[src/rtl/matriz_serializador.sv]
// -----------------------------------------------------------------------------
// matriz_serializador
//
// Purpose:
//   Takes one packed N_ELEM x ELEM_W result matrix, plus its overflow flag,
//   from the ALU matrix unit and sends it on to the write-back path. The matrix
//   is captured on a start pulse and then sent one element per beat over a
//   valid/ready handshake, in row-major order (element 0 first).
//
// Ports:
//   clk           rising-edge clock
//   reset_n       synchronous active-low reset
//   start         capture request; honoured only while idle
//   matriz_in     packed matrix, element i = matriz_in[i*ELEM_W +: ELEM_W]
//   overflow_in   overflow flag accompanying matriz_in
//   elem_out      current element (passed through unmodified)
//   elem_idx      index of elem_out
//   elem_valid    elem_out / elem_idx / elem_last are valid
//   elem_ready    sink accepts the beat when elem_valid & elem_ready
//   elem_last     marks the beat with index N_ELEM-1
//   overflow_out  overflow_in latched at capture, held until the next capture
//   busy          high while sending and during the done cycle
//   done          one-cycle pulse after the last beat is accepted
// -----------------------------------------------------------------------------
module matriz_serializador #(
    parameter int unsigned N_ELEM = 25,
    parameter int unsigned ELEM_W = 8,
    parameter int unsigned IDX_W  = 5
) (
    input  logic                     clk,
    input  logic                     reset_n,
    input  logic                     start,
    input  logic [N_ELEM*ELEM_W-1:0] matriz_in,
    input  logic                     overflow_in,
    output logic [ELEM_W-1:0]        elem_out,
    output logic [IDX_W-1:0]         elem_idx,
    output logic                     elem_valid,
    input  logic                     elem_ready,
    output logic                     elem_last,
    output logic                     overflow_out,
    output logic                     busy,
    output logic                     done
);

    typedef enum logic [1:0] {
        StIdle,
        StSend,
        StDone
    } state_t;

    localparam logic [IDX_W-1:0] LastIdx = IDX_W'(N_ELEM - 1);

    state_t                     state_q;
    logic [IDX_W-1:0]           idx_q;
    logic [N_ELEM*ELEM_W-1:0]   shadow_q;
    logic                       overflow_q;

    logic                       in_send;

    always_ff @(posedge clk) begin
        if (!reset_n) begin
            state_q    <= StIdle;
            idx_q      <= '0;
            shadow_q   <= '0;
            overflow_q <= 1'b0;
        end else begin
            unique case (state_q)
                StIdle: begin
                    // Capture happens only here, so a start while busy can never
                    // disturb the shadow copy or the latched overflow flag.
                    if (start) begin
                        shadow_q   <= matriz_in;
                        overflow_q <= overflow_in;
                        idx_q      <= '0;
                        state_q    <= StSend;
                    end
                end
                StSend: begin
                    // elem_valid is constant in this state, so acceptance is just ready.
                    if (elem_ready) begin
                        if (idx_q == LastIdx) begin
                            idx_q   <= '0;
                            state_q <= StDone;
                        end else begin
                            idx_q <= idx_q + 1'b1;
                        end
                    end
                end
                StDone: begin
                    state_q <= StIdle;
                end
                default: begin
                    state_q <= StIdle;
                end
            endcase
        end
    end

    // Outputs are decoded from state, idx and the shadow copy only; elem_ready
    // steers the next state but never feeds an output combinationally.
    always_comb begin
        in_send      = (state_q == StSend);
        elem_valid   = in_send;
        elem_idx     = idx_q;
        elem_last    = in_send && (idx_q == LastIdx);
        elem_out     = '0;
        if (in_send) begin
            elem_out = shadow_q[32'(idx_q) * ELEM_W +: ELEM_W];
        end
        overflow_out = overflow_q;
        busy         = (state_q == StSend) || (state_q == StDone);
        done         = (state_q == StDone);
    end

endmodule

[config.mk]
export PLATFORM = sky130hd
export DESIGN_NAME = matriz_serializador
export DESIGN_NICKNAME = d
export VERILOG_FILES = /design/src/rtl/matriz_serializador.sv
export SDC_FILE = /design/constraint.sdc
export NUM_CORES = 1
export LEC_CHECK = 0
export ABC_AREA = 1
export BUFFER_PORTS_ARGS = -buffer_cell sky130_fd_sc_hd__buf_2
export CELL_PAD_IN_SITES_DETAIL_PLACEMENT = 2
export CELL_PAD_IN_SITES_GLOBAL_PLACEMENT = 2
export CORE_MARGIN = 3
export CORE_UTILIZATION = 31
export CTS_BUF_LIST = sky130_fd_sc_hd__clkbuf_8 sky130_fd_sc_hd__clkbuf_16
export DETAILED_ROUTE_END_ITERATION = 10
export HOLD_SLACK_MARGIN = 0.08
export PLACE_DENSITY = 0.89
export SYNTH_ARGS = -nofsm -noshare
export SYNTH_HDL_FRONTEND = slang
export SYNTH_SLANG_ARGS = --single-unit
[constraint.sdc]
create_clock -name clk -period 3 [get_ports clk]
set_input_delay 0.75 -clock clk [delete_from_list [all_inputs] [get_ports clk]]
set_output_delay 0.75 -clock clk [all_outputs]
set_load 0.005 [all_outputs]
## Yosys cells after proc, flatten, opt, wreduce, memory -nomap -nowiden

Index checks and enable logic that the tools add are counted.

- Flip-flop bits (word level): 208
- Bits in latches: 0
- RAM bits: 0
- ROM bits: 0
- Bits of input ports: 205
- Output and inout bits: 18
- Word-level logic and storage cells: 28
- Memories: 0

- Add/subtract/negate cells: 1
- Multipliers: 0
- Div/mod/pow operators: 0
- Order comparisons: 0
- Equality and inequality tests: 6
- Shift-type cells: 1
- Muxes and demuxes: 9
- Bitwise operators: 0
- Reductions and logical operators: 7

Operators with widths:

| operator | number |
|---|---|
| $shiftx 200x9->8 | 1 |
| $mux 5 | 3 |
| $pmux 5 s2 | 1 |
| $mux 8 | 1 |
| $mux 2 | 3 |
| $reduce_and 3->1 | 2 |
| $add 5x1->5 const B | 1 |
| $eq 5x5->1 const B | 1 |
| $ne 2x1->1 const B | 2 |
| $pmux 2 s2 | 1 |
| $eq 2x1->1 const B | 1 |
| $eq 2x2->1 const B | 1 |
| $logic_not 2->1 | 1 |
| $ne 2x2->1 const B | 1 |
| $reduce_and 2->1 | 1 |
| $reduce_bool 2->1 | 1 |
| $logic_and 1x1->1 | 1 |
| $logic_or 1x1->1 | 1 |

## Longest topological paths before layout

Gate-level depths: netlist (run 1).

- Word-level depth: 4
- Mapped depth: 10
- Mapped depth without buffers: 9

## Least setup slack after synthesis (run 1)

OpenSTA, ideal clock, no wires.

- Path type: register -> output
- Start: register idx_q[1] (netlist: elem_idx[1])
- End: output elem_out[6]
- Data arrival time: 1.214 ns
- Slack: 1.036 ns
- Stages on the path, launching flop included: 9
- Buffers on the path: 2
- Path through: dfxtp_1 -> buf_2 -> clkbuf_1 -> nand3_1 -> nand3_1 -> nand3_1 -> nand2_1 -> nand2_1 -> nor2_1

- Cells in the longest elaborated chain, start to end: 2

Ends and longest elaborated chain:

| what | RTL line | source |
|---|---|---|
| from (decl) | 54 | `logic [IDX_W-1:0] idx_q;` |
| from (signal assigned) | 85 | `idx_q <= idx_q + 1'b1;` |
| $shiftx 200x9->8 | 108 | `elem_out = shadow_q[32'(idx_q) * ELEM_W +: ELEM_W];` |
| $mux 8 | 107 | `if (in_send) begin` |
| to (decl) | 35 | `output logic [ELEM_W-1:0] elem_out,` |

No other way between the ends.

## Final worst setup path (run 1)

- Start: register idx_q[0] (netlist: elem_idx[0])
- End: output elem_out[1]

The elaborated chain is that of the path after synthesis.

==> qor.txt, run 1 <==
max-cap violations = 0
R2R depth = 8
hold depth = 2
total global-route track usage = 23.4%
GP Congestion = 0.813
kind of critical path = flip-flop to output pin
Top Layer Used = met4
max-slew violations = 0
Synth Instances = 1424
crit-path max FO = 10
worst rel slew slack = 44.2%
Setup crit start = elem_idx[0]
CP Launch Type = flip-flop
Worst Tran Pin Value = 837 ps
H-tree depth = 1
Required @ worst endpoint = 2250 ps
Initial DRC Count = 782
vias in the first global route = 10849
CTS tree = done
Final HPWL DP = 27000 um
Worst Hold Slack = 456 ps
Synth Net Count = 1635
Clock Skew = 10.8 ps
reg2reg setup slack = 750 ps
clock slew at reported path FFs = 60 ps
Worst VDD drop = 0.360 mV
largest net degree at the start of global routing = 184
antenna violations before repair = 2
WL met1 = 19300 um
violated checks = setup timing
flops & latches, synth = 208
Core Util, Final = 41.1%
CP max stage cell = dfxtp_4
global-route wire length before repair = 61600 um
min Tclk post-route = 3040 ps
Max Fclk = 0.328 GHz
drt drc = 0
Worst EP arrival = 2290 ps
initial core utilization = 31.8%
dpl cells = 1945
Pleak = 0.00555 uW
final worst setup slack = -44.3 ps
Final setup viols = 3
root buf cell = clkbuf_16
Final nets = 1818
Finished Cell Area = 12300 sq um
wire length on met3 = 2030 um
CTS max path bufs = 3
iteration count of the initial detailed-routing pass = 5
reg2reg start = state_q[1]
chip height = 181 um
die width = 181 um
CP Capture Point = elem_out[1]
met2 wire len = 22800 um
area of the core = 30000 sq um
cell area after synthesis = 9530 sq um
Area Overhead vs Synth = 29.1%
Post-synth EDFFs = 0
worst-path cell chain = buf_12 > buf_8 > buf_8 > nand2_1 > nand3_1 > nand3_2 > nand3_2 > nand2_1 > nand2_1 > nor2_2 > buf_2
pre-CTS WS = 396 ps
Routed WL per cell = 22.5 um
Non-Filler Instances = 2015
synth warn = 0
number of routed nets with antenna violations = 0
routed wire length = 45300 um
Post-DP Area = 10800 sq um
HP Start = shadow_q[76]
Vias/cell = 5.25
Hold WC Path Type = flip-flop to flip-flop
CTS Buf Count = 24
io pins = 223
clk sink count = 208
P per Cell Area = 701 nW/um^2
outcome = finished, violations left
die area = 32900 sq um
syn_area_per_cell = 6.69 sq um
clk_lat worst skew = 530 ps
fin crit share = 101%
Worst R2R End = elem_idx[4]
share of layout cells above drive strength 1 = 22.2%
Seq/Total Area, Yosys = 43.7%
grt ovf = 0
FFs w/ async S/R, synth = 0%
CP Capture Type = output pin
CP peak stage delay = 380 ps
routed via count = 10575
Rows = 63
final hold violations = 0
# port buffers = 222
Synth Flop Type = dfxtp_1
post-synth cell types = 20
Crit path top cell by count = nand2_1
==> cell type report <==
class | count | area (sq um)
fillers | 3507 | 17700
multi-input cells | 974 | 4570
flip-flops and latches | 208 | 4170
repair buffers | 262 | 1730
clock buffers | 32 | 711
inverters | 136 | 528
well taps | 390 | 488
clock inverters | 11 | 82.6
repair inverters | 1 | 8.76
diodes | 1 | 2.50
==> kinds of logic (layout without fill, tap and decap cells) <==
logic type	after synthesis	count (layout)	synth area share, %
simple gates	624	624	26.2
compound gates	343	343	18.3
buf+inv	242	442	10.9
flops	208	208	43.7
fa+ha+maj	6	6	0.788
xor+xnor	1	1	0.0920
other cells	0	1	0
==> layout by cell type, fill, tap and decap left out, types with 7 or more instances in the layout <==
cell	netlist	routed
a41oi_1	8	8
a21oi_1	133	131
buf_12	0	7
inv_1	130	137
nor2_1	249	236
clkbuf_8	0	8
nand3_1	115	85
clkbuf_16	0	30
dfxtp_1	208	205
o21ai_0	202	202
nand2_1	257	251
buf_2	30	220
nand3_2	0	26
nor2_2	0	12
buf_4	7	17
==> metrics by stage <==
stage | power, uW | setup TNS (ps)
finish | 8620 | -91.6
CTS | 8240 | 0
detailed placement | 5140 | 0
floorplan | 4510 | 0
global route | 9030 | -543
global placement | 5020 | 0
==> synthesized netlist by cell type (2+ instances only) <==
| cell type | instances | area (sq um) |
|---|---|---|
| buf_6 | 8 | 90.1 |
| nand2_1 | 257 | 965 |
| buf_1 | 3 | 11.3 |
| buf_4 | 7 | 52.6 |
| clkbuf_1 | 58 | 218 |
| clkinv_1 | 2 | 7.51 |
| nand3_1 | 115 | 576 |
| a41oi_1 | 8 | 70.1 |
| inv_2 | 3 | 11.3 |
| o21ai_0 | 202 | 1010 |
| nor2_1 | 249 | 935 |
| a21oi_1 | 133 | 666 |
| inv_1 | 130 | 488 |
| buf_2 | 30 | 150 |
| nor3_1 | 2 | 10.0 |
| ha_1 | 6 | 75.1 |
| dfxtp_1 | 208 | 4160 |
==> sequential cells by signal (all words and copies together), names as in the netlist <==
name and cells:
elem_idx 5, state_q 2, overflow_out 1, shadow_q 200
==> worst min-delay path by stage <==
stage / slack (ps) / end
floorplan: 430 / shadow_q[136]
global placement: 440 / shadow_q[27]
detailed placement: 450 / shadow_q[76]
CTS: 460 / shadow_q[76]
global route: 480 / shadow_q[194]
finish: 460 / shadow_q[76]
==> worst max-delay path: cells and delay by family, from the launching register on <==
kind,cells,cell delay [ps]
buffers and inverters,4,570
DFF,1,380
and+or+nand+nor,7,810
==> where the power goes <==
group / internal [uW] / switching (uW) / leakage, uW
registers: 3100 / 165 / 0.00173
clock network: 1740 / 1240 / 0.000419
logic: 814 / 1560 / 0.00341
==> per-layer routing <==
| metal | global-route usage [%] | vias to the layer above |
|---|---|---|
| met4 | 6.19 | 0 |
| met5 | 0 | - |
| met1 | 29.9 | 5263 |
| met3 | 3.81 | 84 |
| li1 | - | 4914 |
| met2 | 41.0 | 314 |
==> what timing repair did <==
item,in CTS,in global routing
setup buffers,1,14
endpoints found under the setup margin,8,8
hold buffers,0,0
pin swaps,3,21
cloned,3,8
resized for setup,24,59
Power figures use the tool's default switching activity.
==> run 2, diff against run 1 <==
- CORE_UTILIZATION: 31 -> 29
- PLACE_DENSITY: 0.89 -> 0.86
- clock period: 3 -> 3.5 ns (I/O delays scaled with it)
==> run 2 against run 1 <==
Against the previous run: the flow now finishes without violations; via count is 6.4% lower; core utilization is 4.5 points lower; hold slack better by 3.0 ps; largest cell class unchanged; largest power group unchanged.
==> qor.txt, run 2 (same netlist as run 1, synthesis figures left out) <==
Logic pwr share = 23.0% (-4.5 points)
reg2reg start = state_q[1]
FF+latch area = 4170 sq um (about the same)
area of the multi-input gates = 4330 sq um (-5.2%)
final hold violations = 0 (unchanged)
total global-route track usage = 21.0% (-2.4 points)
fin crit share = 94.8%
hold depth = 2 (unchanged)
final setup TNS = 0 ps (+91.6 ps)
max-cap violations = 0 (unchanged)
die width = 187 um (+3.3%)
clock share of power = 37.6% (+3.1 points)
min Tclk post-route = 3320 ps
Required @ worst endpoint = 2620 ps (+370 ps)
H-tree depth = 1 (unchanged)
RSZ-0062 raised after global routing = no
HP Start = shadow_q[29]
die area = 35100 sq um (+6.7%)
Worst Tran Pin Value = 1030 ps (+197 ps)
antenna violations before repair = 1 (-1)
Initial DRC Count = 502 (-36%)
internal power = 4820 uW (-15%)
clk sink count = 208 (unchanged)
switch share = 31.7% (-2.6 points)
kind of critical path = flip-flop to output pin
outcome = complete, no violations
grt ovf = 0 (unchanged)
Hold WC Path Type = flip-flop to flip-flop
Fillers = 3863 (+10%)
Pleak = 0.00529 uW (-4.7%)
P per Cell Area = 605 nW/um^2 (-14%)
number of flip-flops in the largest register = 200 (unchanged)
max-slew violations = 0 (unchanged)
Final HPWL DP = 27200 um (+0.61%)
CTS tree = done
share of layout cells above drive strength 1 = 17.7% (-4.5 points)
CP Capture Type = output pin
Max Fclk = 0.301 GHz
routed wire length = 37900 um (-16%)
Vias/cell = 4.88 (-7.1%)
crit-path max FO = 52 (+42)
vias in the first global route = 10793 (-0.52%)
Most flops, register = shadow_q
reg2reg setup slack = 1300 ps (+550 ps)
root buf cell = clkbuf_16
number of routed nets with antenna violations = 0 (unchanged)
CTS Buf Count = 24 (unchanged)
Rows = 65 (+3.2%)
most frequent cells in the layout = nand2_1, nor2_1, buf_2, dfxtp_1, o21ai_0
routed via count = 9899 (-6.4%)
Worst EP arrival = 2440 ps (+150 ps)
clock slew at reported path FFs = 60 ps (about the same)
area of the core = 32000 sq um (+6.7%)
clk_lat worst skew = 520 ps (about the same)
largest net degree at the start of global routing = 244 (+33%)
Flop pwr share = 39.4% (+1.4 points)
Clock Skew = 7.23 ps (-3.57 ps)
GP Congestion = 0.774 (-4.8%)
Final nets = 1789 (-1.6%)
CTS max path bufs = 3 (unchanged)
drt drc = 0 (unchanged)
# port buffers = 222 (unchanged)
Worst Hold Path EP = shadow_q[29]
initial core utilization = 29.8% (-2.0 points)
global-route wire length before repair = 59600 um (-3.3%)
P_sw = 2240 uW (-24%)
Final setup viols = 0 (-3)
R2R depth = 6 (-2)
Worst VDD drop = 0.344 mV (-4.5%)
Area Overhead vs Synth = 22.8%
Core Util, Final = 36.6% (-4.5 points)
Worst R2R End = shadow_q[93]
worst rel slew slack = 31.1% (-13 points)
chip height = 187 um (+3.3%)
Routed WL per cell = 18.7 um (-17%)
most common cell after layout, fill and taps aside = nand2_1
io pins = 223 (unchanged)
CP Launch Type = flip-flop
iteration count of the initial detailed-routing pass = 4 (-1)
-- run 2: changes by cell type in the layout (fill, tap and decap cells not counted), sizes merged --
cell / change
inv: -5
clkinvlp: +2
bufinv: +2
buf: -22
clkinv: -1
clkbuf: -6
-- run 2: final cells by class --
class | count | area share (%)
multi-input cells | 974 | 37.1
diodes | 1 | 0.0214
inverters | 136 | 4.42
well taps | 435 | 4.65
flip-flops and latches | 208 | 35.7
clock inverters | 10 | 1.08
clock buffers | 32 | 6.17
repair buffers | 234 | 10.9
-- run 2: metrics by stage --
step           std cells  total power [uW]  instance area [sq um]  setup slack (ps)  hold slack, ps
6_report            2030              7070                  11700               182             459
5_1_grt             2030              7500                  11700              38.6             486
4_1_cts             2029              7160                  11700               160             457
3_5_place_dp        1987              4440                  10800               733             448
3_3_place_gp        1987              4350                  10800               788             440
2_1_floorplan       1424              3870                   9530              1410             429
-- run 2: worst max-delay path: stages (launching register included) --
cell and delay (ps):
dfxtp_2 340, buf_4 500, nand3_1 210, nand3_1 180, nand2_1 100, nor2_1 140
nor2_1 60, nor2_1 210, buf_2 160
-- run 2: what timing repair did --
action,in CTS,in global routing
endpoints found under the setup margin,0,1
setup buffers,0,0
resized for setup,0,1
hold buffers,0,0
-- run 2: metal layers --
metal / vias to the layer above / global-route usage (%) / wire (um)
met1: 4788 / 27.6 / 17100
met5: - / 0 / 0
li1: 4852 / - / -
met3: 47 / 2.59 / 1510
met2: 212 / 37.0 / 18600
met4: 0 / 4.25 / 755
-- run 2: power by group through the flow --
stage / Sequential, uW / Combinational [uW] / Clock, uW
floorplan: 2790 / 1080 / 0
global placement: 2810 / 1540 / 0
detailed placement: 2830 / 1610 / 0
CTS: 2790 / 1640 / 2720
global route: 2810 / 1850 / 2840
finish: 2780 / 1620 / 2660
-- run 2: how the worst max path moves through the flow --
stage | startpoint | endpoint | slack, ps | cells past startpoint
detailed placement | elem_idx[1] | elem_out[2] | 730 | 8
CTS | elem_idx[1] | elem_out[0] | 160 | 8
finish | elem_idx[1] | elem_out[2] | 180 | 8
global placement | elem_idx[0] | elem_out[3] | 790 | 9
global route | elem_idx[1] | elem_out[0] | 40 | 8
floorplan | elem_idx[1] | elem_out[6] | 1410 | 8
==> run 3, diff against run 2 <==
- clock period: 3.5 -> 3.6 ns (I/O delays scaled with it)
==> run 3 against run 2 <==
Against the previous run: flip-flop and latch count did not move; sequential share of layout area fell by 0.17 points; combinational power fell by 2%; hold slack got worse by 2.4 ps; register-to-register slack got worse by 120 ps; final area rose by 0.49%; routed wire length rose by 2.7%; global-route usage rose by 0.33 points; largest cell class unchanged; largest power group unchanged.
==> qor.txt, run 3 (same netlist as run 1, synthesis figures left out) <==
routed wire length = 39000 um (+2.7%)
outcome = complete, no violations
final setup TNS = 0 ps (unchanged)
Final HPWL DP = 28400 um (+4.5%)
Top Layer Used = met4
max-slew violations = 0 (unchanged)
Max Fclk = 0.288 GHz
area of the core = 32000 sq um (unchanged)
io pins = 223 (unchanged)
initial core utilization = 29.8% (unchanged)
clk_lat worst skew = 520 ps (about the same)
Total Power = 6900 uW (-2.4%)
kind of critical path = flip-flop to output pin
worst rel slew slack = 43.6% (+13 points)
CTS resizes = 0 (unchanged)
antenna violations before repair = 1 (unchanged)
GP Congestion = 0.795 (+2.7%)
Hold Buf Count CTS = 0 (unchanged)
Required @ worst endpoint = 2700 ps (+80 ps)
Worst EP arrival = 2580 ps (+140 ps)
Vias/cell = 4.91 (+0.71%)
min Tclk post-route = 3480 ps
met2 wire len = 19300 um (+3.6%)
Worst Tran Pin Value = 846 ps (-188 ps)
chip height = 187 um (unchanged)
Final setup viols = 0 (unchanged)
CTS Buf Count = 24 (unchanged)
drt drc = 0 (unchanged)
largest net degree at the start of global routing = 103 (-58%)
iteration count of the initial detailed-routing pass = 4 (unchanged)
WL met1 = 17300 um (+1.1%)
CP Launch Type = flip-flop
Clock Skew = 18.9 ps (+11.6 ps)
number of flip-flops in the largest register = 200 (unchanged)
final worst setup slack = 124 ps (-58.5 ps)
number of routed nets with antenna violations = 0 (unchanged)
Non-Filler Instances = 2039 (+0.44%)
most frequent cells in the layout = nand2_1, nor2_1, buf_2, dfxtp_1, o21ai_0
Fillers = 3870 (+0.18%)
area of the multi-input gates = 4330 sq um (unchanged)
Initial DRC Count = 387 (-23%)
clock slew at reported path FFs = 60 ps (about the same)
Routed WL per cell = 19.1 um (+2.3%)
share of layout cells above drive strength 1 = 18.0% (+0.26 points)
RSZ-0062 raised after global routing = no
Most flops, register = shadow_q
H-tree depth = 1 (unchanged)
post-CTS setup buffer count = 0 (unchanged)
die width = 187 um (unchanged)
grt ovf = 0 (unchanged)
CTS max path bufs = 3 (unchanged)
root buf cell = clkbuf_16
Pleak = 0.00534 uW (+0.93%)
Area Overhead vs Synth = 23.4%
global-route wire length before repair = 60000 um (+0.64%)
Antenna Cells = 0 (-1)
wire length on met3 = 1450 um (-3.8%)
Final nets = 1798 (+0.50%)
pre-CTS WS = 650 ps (-83.0 ps)
dpl cells = 1995 (+0.40%)
clk sink count = 208 (unchanged)
fin crit share = 96.6%
Hold WC Path Type = flip-flop to flip-flop
crit-path max FO = 46 (-12%)
die area = 35100 sq um (unchanged)
CP Capture Type = output pin
Worst Hold Slack = 457 ps (-2.38 ps)
Worst VDD drop = 0.272 mV (-21%)
Rows = 65 (unchanged)
vias in the first global route = 10760 (-0.31%)
most common cell after layout, fill and taps aside = nand2_1
CTS tree = done
FF+latch area = 4170 sq um (unchanged)
routed via count = 10013 (+1.2%)
final hold violations = 0 (unchanged)
max-cap violations = 0 (unchanged)
# port buffers = 222 (unchanged)
reg2reg setup slack = 1180 ps (-120 ps)
total global-route track usage = 21.3% (+0.33 points)
P per Cell Area = 587 nW/um^2 (-2.8%)
run 3: cell types whose count changed in the layout (fill, tap and decap cells not counted), moves of 2 or more:
cell / before / now
buf_4: 7 / 17
clkinvlp_4: 3 / 1
buf_12: 6 / 3
inv_1: 133 / 136
run 3: layout make-up:
class	count	share of cell area, %
Clock buffer	31	6.03
Clock inverter	12	1.14
Timing Repair Buffer	243	11.5
Tap cell	435	4.63
Inverter	136	4.39
Sequential cell	208	35.5
Multi-Input combinational cell	974	36.9
run 3: worst max-delay path: stages, from the launching register on:
cell and delay (ps):
dfxtp_4 500, buf_16 240, buf_12 250, nand2_1 80
a21oi_1 260, nor2_1 90, nor2_1 110, nor2_1 50
nor2_1 250, buf_2 180
run 3: worst paths after layout:
kind | start | endpoint | cells past startpoint
max | elem_idx[0] | elem_out[7] | 9
min | shadow_q[79] | shadow_q[79] | 2
max reg2reg | state_q[0] | shadow_q[128] | 7
min reg2reg | shadow_q[79] | shadow_q[79] | 2
run 3: stage by stage:
stage	cell area [sq um]	util, %
after floorplan	9530	-
after global placement	10900	34.0
after detailed placement	10900	34.0
after CTS	11700	36.7
after global routing	11800	36.8
final	11800	36.8
run 3: where the power goes:
group	leakage (uW)	internal (uW)	switching [uW]
clock	0.000434	1590	1000
combinational	0.00318	516	1070
sequential	0.00173	2590	143
total	0.00534	4690	2210
run 3: metal layers:
metal | global-route usage (%) | vias up
met3 | 2.87 | 51
li1 | - | 4870
met2 | 37.9 | 212
met4 | 5.21 | 0
met1 | 27.3 | 4880
met5 | 0 | -
